<file path="config.mk">
export PLATFORM = sky130hd
export DESIGN_NAME = music_sequencer
export DESIGN_NICKNAME = d
export VERILOG_FILES = /design/src/rtl/music_sequencer_pkg.sv /design/src/rtl/music_sequencer_score_ram.sv /design/src/rtl/music_sequencer.sv
export SDC_FILE = /design/constraint.sdc
export NUM_CORES = 1
export LEC_CHECK = 0
export BUFFER_PORTS_ARGS = -buffer_cell sky130_fd_sc_hd__buf_2
export CAP_MARGIN = 20
export CORE_ASPECT_RATIO = 1.75
export CORE_MARGIN = 3
export CORE_UTILIZATION = 25
export CTS_CLUSTER_DIAMETER = 30
export CTS_CLUSTER_SIZE = 24
export DETAILED_ROUTE_END_ITERATION = 10
export GPL_ROUTABILITY_DRIVEN = 0
export PLACE_DENSITY = 0.43
export REMOVE_ABC_BUFFERS = 1
export SYNTH_ARGS = -nofsm -noshare
export SYNTH_HDL_FRONTEND = slang
export SYNTH_SLANG_ARGS = --single-unit
export TNS_END_PERCENT = 30
</file>
<file path="constraint.sdc">
create_clock -name clk -period 7.35 [get_ports clk]
set_clock_uncertainty 0.2 [all_clocks]
set_input_delay 0.3675 -clock clk [delete_from_list [all_inputs] [get_ports clk]]
set_output_delay 0.3675 -clock clk [all_outputs]
set_load 0.005 [all_outputs]
</file>
<file path="src/rtl/music_sequencer_pkg.sv">
// Shared types and constants for the score-playback sequencer.
// A score entry is {rest, dur, freq}; dur==0 marks the end of the score.
package music_pkg;

    localparam int DUR_W  = 4;
    localparam int FREQ_W = 16;
    localparam int NOTE_W = 1 + DUR_W + FREQ_W;

    localparam logic [DUR_W-1:0] END_DUR = 4'd0;

    localparam logic [FREQ_W-1:0] G4  = 16'd4208;
    localparam logic [FREQ_W-1:0] DS4 = 16'd3339;
    localparam logic [FREQ_W-1:0] AS4 = 16'd5005;

    typedef struct packed {
        logic              rest;
        logic [DUR_W-1:0]  dur;
        logic [FREQ_W-1:0] freq;
    } note_t;

    typedef enum logic [2:0] {
        S_IDLE  = 3'd0,
        S_FETCH = 3'd1,
        S_LOAD  = 3'd2,
        S_PLAY  = 3'd3,
        S_DONE  = 3'd4
    } seq_state_t;

    function automatic logic is_end(input note_t n);
        return (n.dur == END_DUR);
    endfunction

endpackage

</file>
<file path="src/rtl/music_sequencer_score_ram.sv">
// Score storage: one write port, one synchronous read port with 1-cycle latency.
// A read of the address being written returns the old contents.
module score_ram
    import music_pkg::*;
#(
    parameter int DEPTH = 32,
    parameter int AW    = $clog2(DEPTH)
) (
    input  logic          clk,
    input  logic          wr_en,
    input  logic [AW-1:0] wr_addr,
    input  note_t         wr_data,
    input  logic [AW-1:0] rd_addr,
    output note_t         rd_data
);

    note_t mem_r [DEPTH];

    // Write port and registered read port (read-before-write, contents not reset)
    always_ff @(posedge clk) begin
        if (wr_en) begin
            mem_r[wr_addr] <= wr_data;
        end
        rd_data <= mem_r[rd_addr];
    end

endmodule

</file>
<file path="src/rtl/music_sequencer.sv">
// Score-playback controller: walks the score RAM at tempo-step granularity and
// drives one audio channel's en/freq/gen_sel/volume inputs from registered outputs.
module music_sequencer
    import music_pkg::*;
#(
    parameter int DEPTH    = 32,
    parameter int AW       = $clog2(DEPTH),
    parameter int TICK_DIV = 3125000
) (
    input  logic              clk,
    input  logic              rstn,
    input  logic              start_i,
    input  logic              stop_i,
    input  logic              loop_i,
    input  logic [2:0]        gen_sel_i,
    input  logic [7:0]        volume_i,
    input  logic              wr_en_i,
    input  logic [AW-1:0]     wr_addr_i,
    input  logic [NOTE_W-1:0] wr_data_i,
    output logic              ch_en_o,
    output logic [2:0]        ch_gen_sel_o,
    output logic [FREQ_W-1:0] ch_freq_o,
    output logic [7:0]        ch_volume_o,
    output logic              busy_o,
    output logic              done_o,
    output logic [AW-1:0]     step_o
);

    localparam int TW = $clog2(TICK_DIV);

    seq_state_t        state_r;
    seq_state_t        state_nxt_s;
    logic [AW-1:0]     addr_r;
    logic [AW-1:0]     addr_nxt_s;
    logic [TW-1:0]     tick_r;
    logic [TW-1:0]     tick_nxt_s;
    logic [DUR_W-1:0]  dur_r;
    logic [DUR_W-1:0]  dur_nxt_s;

    logic              en_case_s;
    logic              en_nxt_s;
    logic              busy_nxt_s;
    logic              done_nxt_s;
    logic [2:0]        gen_nxt_s;
    logic [7:0]        vol_nxt_s;
    logic [FREQ_W-1:0] freq_nxt_s;
    logic [AW-1:0]     step_nxt_s;

    note_t             rd_note_s;
    note_t             wr_note_s;
    logic              wr_accept_s;
    logic              start_ok_s;
    logic              abort_s;
    logic              tick_wrap_s;
    logic              dur_last_s;
    logic              addr_last_s;

    assign wr_note_s   = wr_data_i;
    assign wr_accept_s = wr_en_i & ~busy_o;
    assign start_ok_s  = start_i & ~stop_i;
    assign abort_s     = stop_i & (state_r != S_IDLE);
    assign tick_wrap_s = (tick_r == TW'(TICK_DIV - 1));
    assign dur_last_s  = (dur_r == DUR_W'(1));
    assign addr_last_s = (addr_r == AW'(DEPTH - 1));

    score_ram #(
        .DEPTH (DEPTH),
        .AW    (AW)
    ) u_score_ram (
        .clk     (clk),
        .wr_en   (wr_accept_s),
        .wr_addr (wr_addr_i),
        .wr_data (wr_note_s),
        .rd_addr (addr_r),
        .rd_data (rd_note_s)
    );

    // State register
    always_ff @(posedge clk or negedge rstn) begin
        if (!rstn) begin
            state_r <= S_IDLE;
        end else begin
            state_r <= state_nxt_s;
        end
    end

    // Next-state logic; stop aborts from any active state
    always_comb begin
        state_nxt_s = state_r;
        case (state_r)
            S_IDLE: begin
                if (start_ok_s) state_nxt_s = S_FETCH;
                else            state_nxt_s = S_IDLE;
            end
            S_FETCH: begin
                if (stop_i) state_nxt_s = S_IDLE;
                else        state_nxt_s = S_LOAD;
            end
            S_LOAD: begin
                if (stop_i)                  state_nxt_s = S_IDLE;
                else if (is_end(rd_note_s))  state_nxt_s = loop_i ? S_FETCH : S_DONE;
                else                         state_nxt_s = S_PLAY;
            end
            S_PLAY: begin
                if (stop_i)                          state_nxt_s = S_IDLE;
                else if (tick_wrap_s && dur_last_s) begin
                    if (addr_last_s) state_nxt_s = loop_i ? S_FETCH : S_DONE;
                    else             state_nxt_s = S_FETCH;
                end else begin
                    state_nxt_s = S_PLAY;
                end
            end
            S_DONE:  state_nxt_s = S_IDLE;
            default: state_nxt_s = S_IDLE;
        endcase
    end

    // Next values of counters and channel outputs
    always_comb begin
        addr_nxt_s = addr_r;
        tick_nxt_s = tick_r;
        dur_nxt_s  = dur_r;
        en_case_s  = ch_en_o;
        freq_nxt_s = ch_freq_o;
        gen_nxt_s  = ch_gen_sel_o;
        vol_nxt_s  = ch_volume_o;
        step_nxt_s = step_o;
        if (abort_s) begin
            en_case_s = 1'b0;
        end else begin
            case (state_r)
                S_IDLE: begin
                    if (start_ok_s) begin
                        gen_nxt_s  = gen_sel_i;
                        vol_nxt_s  = volume_i;
                        addr_nxt_s = {AW{1'b0}};
                    end else begin
                        addr_nxt_s = addr_r;
                    end
                end
                S_LOAD: begin
                    if (is_end(rd_note_s)) begin
                        if (loop_i) addr_nxt_s = {AW{1'b0}};
                        else        addr_nxt_s = addr_r;
                    end else begin
                        step_nxt_s = addr_r;
                        en_case_s  = ~rd_note_s.rest;
                        dur_nxt_s  = rd_note_s.dur;
                        tick_nxt_s = {TW{1'b0}};
                        if (!rd_note_s.rest) freq_nxt_s = rd_note_s.freq;
                        else                 freq_nxt_s = ch_freq_o;
                    end
                end
                S_PLAY: begin
                    if (tick_wrap_s) begin
                        tick_nxt_s = {TW{1'b0}};
                        dur_nxt_s  = dur_r - DUR_W'(1);
                        // DEPTH is a power of two, so the last address wraps to 0
                        if (dur_last_s) addr_nxt_s = addr_r + AW'(1);
                        else            addr_nxt_s = addr_r;
                    end else begin
                        tick_nxt_s = tick_r + TW'(1);
                    end
                end
                S_FETCH: addr_nxt_s = addr_r;
                S_DONE:  addr_nxt_s = addr_r;
                default: addr_nxt_s = addr_r;
            endcase
        end
        en_nxt_s   = (state_nxt_s == S_DONE) ? 1'b0 : en_case_s;
        done_nxt_s = (state_nxt_s == S_DONE);
        busy_nxt_s = (state_nxt_s != S_IDLE);
    end

    // Datapath and output registers
    always_ff @(posedge clk or negedge rstn) begin
        if (!rstn) begin
            addr_r       <= {AW{1'b0}};
            tick_r       <= {TW{1'b0}};
            dur_r        <= {DUR_W{1'b0}};
            ch_en_o      <= 1'b0;
            ch_gen_sel_o <= 3'd0;
            ch_freq_o    <= {FREQ_W{1'b0}};
            ch_volume_o  <= 8'd0;
            busy_o       <= 1'b0;
            done_o       <= 1'b0;
            step_o       <= {AW{1'b0}};
        end else begin
            addr_r       <= addr_nxt_s;
            tick_r       <= tick_nxt_s;
            dur_r        <= dur_nxt_s;
            ch_en_o      <= en_nxt_s;
            ch_gen_sel_o <= gen_nxt_s;
            ch_freq_o    <= freq_nxt_s;
            ch_volume_o  <= vol_nxt_s;
            busy_o       <= busy_nxt_s;
            done_o       <= done_nxt_s;
            step_o       <= step_nxt_s;
        end
    end

endmodule

</file>
# Yosys cells after proc, flatten, opt, wreduce, memory -nomap -nowiden
# Memory sizes are Yosys's and may differ from the RTL's. A register that Yosys moved wholly into a read port is not among the register bits.
# Cells that the tools add are included.
# op_classes
addsub	3
n_eq_ne	14
mux	27
bitwise	8
reduce_logical	15
# op_table
cell	n
$mux W22	2
$pmux W22 S2	1
$mux W5	5
$add A22 B1 Y22 const B	1
$eq A22 B22 Y1 const B	1
$mux W3	6
$pmux W5 S3	1
$ne A2 B2 Y1 const B	6
$pmux W3 S4	1
$reduce_bool A3 Y1	4
$reduce_and A3 Y1	3
$mux W4	2
$pmux W4 S2	1
$reduce_and A4 Y1	2
$mux W1	7
$reduce_and A7 Y1	1
$eq A3 B2 Y1 const B	2
$add A5 B1 Y5 const B	1
$eq A5 B5 Y1 const B	1
$not A1 Y1	5
$eq A4 B1 Y1 const B	1
$logic_not A4 Y1	1
$sub A4 B1 Y4 const B	1
$and A1 B1 Y1	3
other kinds (8)	8
# word_totals
ff_bits	69
ram_bits	672
inputBits	43
out_inout_bits	35
wordCells	79
mem_count	1
# memory_table
name	words	width	rd	rd_clocked_by_memory_dff	wr	line_no	source
u_score_ram.mem_r	32	21	1	1	1	music_sequencer_score_ram.sv:17	note_t mem_r [DEPTH];

# Logic depth before layout (Yosys ltp)
# Gate-level depths: netlist of the first run.
# depth
depth_word	8
mapped_depth	7
mapped_depth_nobuf	6

# Cells and area by module
# Synthesis of the first run repeated with hierarchy kept, for this count alone.
# unflattened
hier_cells	1779
hier_area_um2	30023.8
# modules_own_cells
module	n_inst	cells_per_inst	area_per_inst_um2
score_ram	1	1481	26751.9
music_sequencer	1	298	3271.9

# Least setup slack after synthesis of the first run
# Ideal clock, no wire load.
# synth_path
path_type	register to register
startpoint	reg busy_o
endpoint	mem u_score_ram.mem_r[12][0] (netlist bit) (enable)
setup_ns	0.399
arrival_time_ns	1.939
required_ns	6.751
setup_slack_ns	4.812
stages_incl_launch_ff	5
period_less_slack_ns	2.538
path_cell_list	dfrtp_1 -> nand2b_1 -> or3_1 -> clkbuf_1 -> nor2_1
# synth_between
elab_chain_cells	4
# synth_lines
element	line_no	source
from (decl)	music_sequencer.sv:24	output logic busy_o,
from (signal assigned)	music_sequencer.sv:196	busy_o <= busy_nxt_s;
$not A1 Y1	music_sequencer.sv:59	assign wr_accept_s = wr_en_i & ~busy_o;
$and A1 B1 Y1	music_sequencer.sv:59	
$mux W1	music_sequencer_score_ram.sv:21	if (wr_en) begin
$mux W1 (implied by the code)	music_sequencer_score_ram.sv:22	mem_r[wr_addr] <= wr_data;
to (decl)	music_sequencer_score_ram.sv:17	
# No other way between the ends.

==> summary.md, run 1 <==
| Metric | Value |
|---|---|
| Status | finished clean |
| Tightest Pin Transition | 1.11 ns |
| Critical path buffers and inverters | 1 |
| Leakage | 11.3 nW |
| CTS tree | yes |
| Post-Syn Area per Cell | 20.7 um^2 |
| Crit Path Max Fanout | 97 |
| Core area | 115,000 um^2 |
| Type of origin of the critical path | flip-flop |
| Post-synth top area share | 0.695 |
| Setup-failing EPs final | 0 |
| Nets | 1,633 |
| TNS Setup | 0 ns |
| Layout area overhead | 23.4% |
| Drt via density | 4.61 |
| Data required, critical path | 7.63 ns |
| Critical path type | flip-flop to flip-flop |
| GRT Overall Usage | 0.131 |
| Clk_lat worst skew | 0.68 ns |
| Top FF cell, synth | edfxtp_1 |
| Final Critical Period | 3.49 ns |
| Peak supply drop | 176 uV |
| Crit path depth | 4 |
| GR Overflow Total | 0 |
| First-pass GRT wire length | 114 mm |
| Setup bufs post-CTS | 0 |
| Mapped Cells | 1,399 |
| Initial DRT Pass Iterations | 5 |
| H-tree Lvls | 3 |
| Antenna viol nets, final | 0 |
| RSZ-0062 raised after global routing | no |
| I/O pins | 78 |
| CTS resizes | 0 |
| Fraction of layout cells with a size suffix above 1 | 0.321 |
| Fillers | 10,900 |
| Die Wd | 264 um |
| DR WL/cell | 25.0 um |
| Async S/R FF share, synth | 0.0906 |
| Die Y | 457 um |
| Reg power frac | 0.463 |
| # Max-Cap Violations | 0 |
| Initial antenna violation count | 10 |
| I/O Buffers | 77 |
| CP max stage cell | dfrtp_4 |
| DRC | 0 |
| Worst slack at placement | 3.69 ns |
| Post-synthesis sequential area ratio | 0.769 |
| Fmax | 287 MHz |
| Largest net degree at the start of global routing | 98 |
| Clk pwr share | 0.504 |
| Logic pwr share | 0.033 |
| Routed wire length | 79.5 mm |
| Slew margin rel. | 0.257 |
| Hold Path Class | input pin to asynchronous set/reset pin |
| Final worst slack | 3.86 ns |
| Endpoints failing hold | 0 |
| EDFF count, synth | 672 |
| CP Capture Type | flip-flop |
| Synth area leader | edfxtp_1 |
| Row cnt | 164 |
| Hold_ws | 0.172 ns |
| Vias in the first global route | 15,600 |
| R2R depth | 4 |
| CTS clock-pin slew for the worst setup and hold paths | 0.05 ns |
| Count of pins over their slew limit | 0 |
| Pint | 8.33 mW |
| Tcrit/Tclk final | 0.474 |
| CTS Sinks | 762 |
| Mapped Area | 29,000 um^2 |
| Number of DRC markers in iteration 0 | 1,082 |
| Cts hold-fix bufs | 37 |
| Initial Util | 0.253 |
| Post-DP HPWL | 47.6 mm |
| WP data arrival | 3.77 ns |
| Die area | 120,000 um^2 |
| CTS max path bufs | 3 |
| Crit-path cells | buf_12 > mux4_2 > o22ai_1 > nor4_1 |
| Switching share of power | 0.216 |
| Net switching power | 2.30 mW |
| Seq cells post-synth | 762 |
| Top post-synthesis cells by area | edfxtp_1, mux4_2, dfrtp_1 |
| CTS buffer count | 109 |
| Kind of cell adding the most delay to the critical path | flip-flops |
| Root Driver | clkbuf_16 |
| Vias | 14,700 |
| Largest stage delay, worst path | 0.97 ns |
| Power Dens Cells | 297 nW/um^2 |
| Yosys warns | 0 |
| Synth cell types | 63 |
## path summary, 6_finish.rpt
| kind | from | to | slack [ns] |
|---|---|---|---|
| worst min register to register | u_score_ram.rd_data[3]$_DFF_P_ | ch_freq_o[3]$_DFFE_PN0P_ | 0.28 |
| worst min-delay path | rstn | tick_r[12]$_DFFE_PN0P_ | 0.17 |
| min in group clk | wr_addr_i[3] | u_score_ram.mem_r[16][9]$_DFFE_PP_ | 0.24 |
| worst max register to register | addr_r[1]$_DFFE_PN0P_ | u_score_ram.rd_data[18]$_DFF_P_ | 3.86 |
| max in group asynchronous | rstn | addr_r[1]$_DFFE_PN0P_ | 6.00 |
| worst max-delay path | addr_r[1]$_DFFE_PN0P_ | u_score_ram.rd_data[18]$_DFF_P_ | 3.86 |
## cell usage after synthesis, types with 4 or more instances
master / count
mux2_2: 28
nand2_1: 36
nand4_1: 13
buf_2: 35
clkbuf_1: 21
buf_4: 7
o31ai_1: 5
nor2_1: 62
dfxtp_1: 21
and3_1: 9
xor2_1: 12
a21oi_1: 8
nand3_1: 21
o22ai_1: 84
inv_1: 9
a31oi_1: 6
dfrtp_1: 69
or3_1: 4
and2_1: 5
nor3_1: 8
mux4_2: 168
ha_1: 5
edfxtp_1: 672
nor4_1: 20
o21ai_0: 15
## worst reg2reg max path, cell delays in order (launching register included)
cell	delay, ns
dfrtp_4	0.97
buf_12	0.63
mux4_2	0.50
o22ai_1	0.13
nor4_1	0.85
## area by class of cell
class	count	area, um^2	share of cell area
multi-input combinational	562	6570	0.184
tap	1494	1870	0.0522
clock buffer	119	2830	0.0790
sequential	762	22300	0.624
inverter	9	33.8	0.000944
clock inverter	85	980	0.0274
timing repair buffer	141	1160	0.0325
antenna	6	15.0	0.000419
## placed cells by master (no fill, tap or decap), types with 28 or more instances in the layout
cell           count
mux2_2            28
edfxtp_1         672
dlygate4sd3_1     37
dfrtp_1           66
nand2_1           36
nor2_1            30
mux4_2           168
buf_2             76
clkbuf_16        112
o22ai_1           84
nor2_4            33
## sequential cells by signal, summed over array words and instances, names as in the netlist
register and cells:
addr_r 5, busy_o 1, ch_en_o 1, ch_freq_o 16, ch_gen_sel_o 3, ch_volume_o 8
done_o 1, dur_r 4, state_r 3, step_o 5, tick_r 22, u_score_ram.mem_r 672
u_score_ram.rd_data 21
## logic make-up (layout without fill, tap and decap cells)
group / Yosys count / count (layout) / synth area share
other: 0 / 6 / 0
AO/OA/AOI/OAI: 134 / 134 / 0.0307
multiplexers: 200 / 200 / 0.143
flip-flops: 762 / 762 / 0.769
buffers and inverters: 75 / 354 / 0.0124
AND/OR/NAND/NOR: 210 / 210 / 0.0388
adder cells (fa/ha/maj): 5 / 5 / 0.00216
XOR/XNOR: 13 / 13 / 0.00392
## metal layers
metal	vias to the layer above	track usage	share of wire
met5	-	0	0.00043
met4	6	0.0489	0.029
met3	130	0.0251	0.047
met2	389	0.239	0.54
met1	7870	0.152	0.38
li1	6257	-	-
## stage by stage
stage | util | power (mW) | instances | instance area [um^2]
final | 0.312 | 10.6 | 3178 | 35800
after detailed placement | 0.275 | 5.36 | 2926 | 31500
after floorplan | - | 5.09 | 1333 | 28700
after CTS | 0.311 | 10.8 | 3167 | 35700
after global placement | 0.273 | 5.35 | 2920 | 31300
after global routing | 0.312 | 11.0 | 3174 | 35800
## power groups by stage
stage	combinational, mW	clock, mW	sequential, mW
2_1_floorplan	0.129	0	4.96
3_3_place_gp	0.334	0	5.01
3_5_place_dp	0.346	0	5.02
4_1_cts	0.363	5.48	4.93
5_1_grt	0.392	5.67	4.94
6_report	0.352	5.36	4.92
Note: power is estimated with default switching activity, not from simulation.
==> run 2: changes to the inputs <==
--- a/config.mk
+++ b/config.mk
@@ -5,6 +5,7 @@
 export SDC_FILE = /design/constraint.sdc
 export NUM_CORES = 1
 export LEC_CHECK = 0
+export ABC_AREA = 1
 export BUFFER_PORTS_ARGS = -buffer_cell sky130_fd_sc_hd__buf_2
 export CAP_MARGIN = 20
 export CORE_ASPECT_RATIO = 1.75
==> constraint.sdc (replaced) <==
create_clock -name clk -period 3.6 [get_ports clk]
set_clock_uncertainty 0.2 [all_clocks]
set_input_delay 0.18 -clock clk [delete_from_list [all_inputs] [get_ports clk]]
set_output_delay 0.18 -clock clk [all_outputs]
set_load 0.005 [all_outputs]
==> summary.md, run 2 <==
| Metric | Value |
|---|---|
| RSZ-0062 raised after global routing | no |
| Vias | 20,200 (+38%) |
| Hold Path Class | input pin to flip-flop |
| Vias in the first global route | 21,100 (+35%) |
| Antenna viol nets, final | 0 (unchanged) |
| Nets | 2,800 (+71%) |
| Synth cell types | 40 (-37%) |
| TNS Setup | 0 ns (unchanged) |
| Initial DRT Pass Iterations | 7 (+2) |
| Leakage | 13.5 nW (+20%) |
| Row cnt | 169 (+3.0%) |
| Drt via density | 4.52 (-1.9%) |
| Post-Layout Cell Count | 4,476 (+41%) |
| Critical path type | flip-flop to flip-flop |
| Most common cell in the netlist | edfxtp_1 |
| GR Overflow Total | 0 (unchanged) |
| GR Util met3 | 0.0245 (-0.000622) |
| Fillers | 12,200 (+12%) |
| Data required, critical path | 3.83 ns (-3.80 ns) |
| Tightest Pin Transition | 1.02 ns (-0.0882 ns) |
| Die Wd | 271 um (+2.8%) |
| Multi-input gate area | 7420 um^2 (+13%) |
| Root Driver | clkbuf_16 |
| DR WL/cell | 21.5 um (-14%) |
| Tcrit/Tclk final | 0.691 (+0.217) |
| Peak supply drop | 363 uV (+110%) |
| Async S/R FF share, synth | 0.0906 (unchanged) |
| Biggest register | u_score_ram.mem_r |
| Slew margin rel. | 0.318 (+0.0606) |
| Setup-failing EPs final | 0 (unchanged) |
| First-pass GRT wire length | 140 mm (+23%) |
| Routed wire length | 96.0 mm (+21%) |
| Final Critical Period | 2.49 ns (-0.997 ns) |
| Count of pins over their slew limit | 0 (unchanged) |
| Post-Syn Area per Cell | 11.9 um^2 (-43%) |
| Die Y | 470 um (+2.9%) |
| Largest regs | u_score_ram.mem_r (672), tick_r (22), u_score_ram.rd_data (21) |
| Clk_lat worst skew | 0.72 ns (+0.04 ns) |
| Yosys warns | 0 (unchanged) |
| CTS max path bufs | 3 (unchanged) |
| H-tree Lvls | 3 (unchanged) |
| Busiest grt layer | met2 |
| CTS clock-pin slew for the worst setup and hold paths | 0.06 ns (about the same) |
| Post-synthesis sequential area ratio | 0.726 (-0.0429) |
| Power Dens Cells | 633 nW/um^2 (+110%) |
| I/O pins | 78 (unchanged) |
| Largest net degree at the start of global routing | 160 (+63%) |
| Commonest cells post-synth | edfxtp_1, nor2_1, nand2_1 |
| Die area | 127,000 um^2 (+5.8%) |
| Layout area overhead | 24.7% |
| Initial antenna violation count | 6 (-4) |
| # Max-Cap Violations | 0 (unchanged) |
| Register Area | 22,300 um^2 (unchanged) |
| Max reg flops | 672 (unchanged) |
| Synth area leader | edfxtp_1 |
| Most frequent cells in the layout | edfxtp_1, nor2_1, nand2_1, o21ai_0, nand3_1 |
| Status | finished clean |
| M2 GR Usage | 0.278 (+0.0392) |
| I/O Buffers | 77 (unchanged) |
| CTS tree | yes |
| DRC | 0 (unchanged) |
| Top post-synthesis cells by area | edfxtp_1, dfrtp_1, nor2_1 |
| CTS buffer count | 109 (unchanged) |
| Seq cells post-synth | 762 (unchanged) |
| CP Capture Type | flip-flop |
| Fraction of layout cells with a size suffix above 1 | 0.147 (-0.174) |
| Type of origin of the critical path | flip-flop |
| GRT met1 Usage | 0.168 (+0.0158) |
| Core area | 122,000 um^2 (+6.0%) |
| Fmax | 402 MHz (+40%) |
| EDFF count, synth | 672 (unchanged) |
| Placed cells | 4,212 (+44%) |
| Most common cell after layout, fill and taps aside | edfxtp_1 |
| Hold_ws | 0.0672 ns (-0.105 ns) |
| Number of DRC markers in iteration 0 | 1,287 (+19%) |
| Post-synth top area share | 0.657 (-0.0388) |
| Mapped Cells | 2,577 (+84%) |
| CTS Sinks | 762 (unchanged) |
| Top FF cell, synth | edfxtp_1 |
| Endpoints failing hold | 0 (unchanged) |
| WP data arrival | 2.72 ns (-1.05 ns) |
| Crit Path Max Fanout | 13 (-87%) |
| Post-DP HPWL | 57.3 mm (+20%) |
| GRT Overall Usage | 0.149 (+0.0178) |
| Initial Util | 0.253 (about the same) |
| Mapped Area | 30,700 um^2 (+5.9%) |
| Final core occ | 0.315 (+0.00311) |
run 2: changes by cell type in the layout (fill, tap and decap cells not counted), sizes merged, moves of 45 or more:
cell,before,now
o211ai,1,85
o22ai,85,40
mux4,168,0
inv,18,156
nor2,65,442
o21ai,15,347
nand3,22,156
nand2,37,341
buf,104,161
run 2: repair_timing:
item	4_1_cts	5_1_grt
setup endpoints to repair	0	0
endpoints found under the hold margin	819	0
resized for setup	0	0
buffers inserted	0	0
hold buffers	53	0
run 2: cells by family after synthesis:
family / Yosys count / synth area share
flops: 762 / 0.726
fa+ha+maj: 5 / 0.00204
xor+xnor: 5 / 0.00142
compound gates: 530 / 0.0954
buf+inv: 282 / 0.0402
simple gates: 981 / 0.130
mux: 12 / 0.00436
run 2: worst paths after layout:
check / from / endpoint / slack [ns] / cells past startpoint
min in group asynchronous: rstn / ch_freq_o[14]$_DFFE_PN0P_ / 0.40 / 4
worst max-delay path: busy_o$_DFF_PN0_ / u_score_ram.mem_r[19][13]$_DFFE_PP_ / 1.11 / 5
worst max register to register: busy_o$_DFF_PN0_ / u_score_ram.mem_r[19][13]$_DFFE_PP_ / 1.11 / 5
worst min register to register: u_score_ram.rd_data[9]$_DFF_P_ / ch_freq_o[9]$_DFFE_PN0P_ / 0.23 / 2
max in group asynchronous: rstn / ch_freq_o[9]$_DFFE_PN0P_ / 2.28 / 4
worst min-delay path: wr_addr_i[2] / u_score_ram.mem_r[4][17]$_DFFE_PP_ / 0.07 / 3
run 2: layout make-up:
class | count | share of cell area
clock buffers | 124 | 0.0740
flip-flops and latches | 762 | 0.583
inverters | 133 | 0.0133
well taps | 1624 | 0.0530
repair buffers | 213 | 0.0516
clock inverters | 84 | 0.0316
multi-input cells | 1533 | 0.194
diodes | 3 | 0.000196
run 2: per-layer routing:
layer	vias to the layer above	wire length, um
met5	-	34
met4	6	3290
met3	184	3960
met2	433	51200
met1	10100	37500
li1	9519	-
run 2: through the flow:
stage | total power, mW | instance area, um^2 | worst slack, ns
after floorplan | 11.7 | 30000 | -7.32
after CTS | 24.6 | 38300 | 1.04
after global routing | 25.2 | 38300 | 0.933
after detailed placement | 12.8 | 33700 | 1.05
final | 24.3 | 38300 | 1.11
after global placement | 12.8 | 33700 | 1.04
run 2: critical path, cell delays in order, from the launching register on:
cell and delay, ns:
dfrtp_1 0.37, nor2_1 0.44, nand3_1 0.14, buf_4 0.24, nor2_4 0.53, buf_4 0.27
run 2: where the power goes:
group | internal, mW | switching [mW] | total, mW | leakage (nW)
combinational | 0.773 | 1.60 | 2.37 | 4.46
clock | 7.25 | 4.40 | 11.6 | 1.92
sequential | 9.98 | 0.259 | 10.2 | 7.12
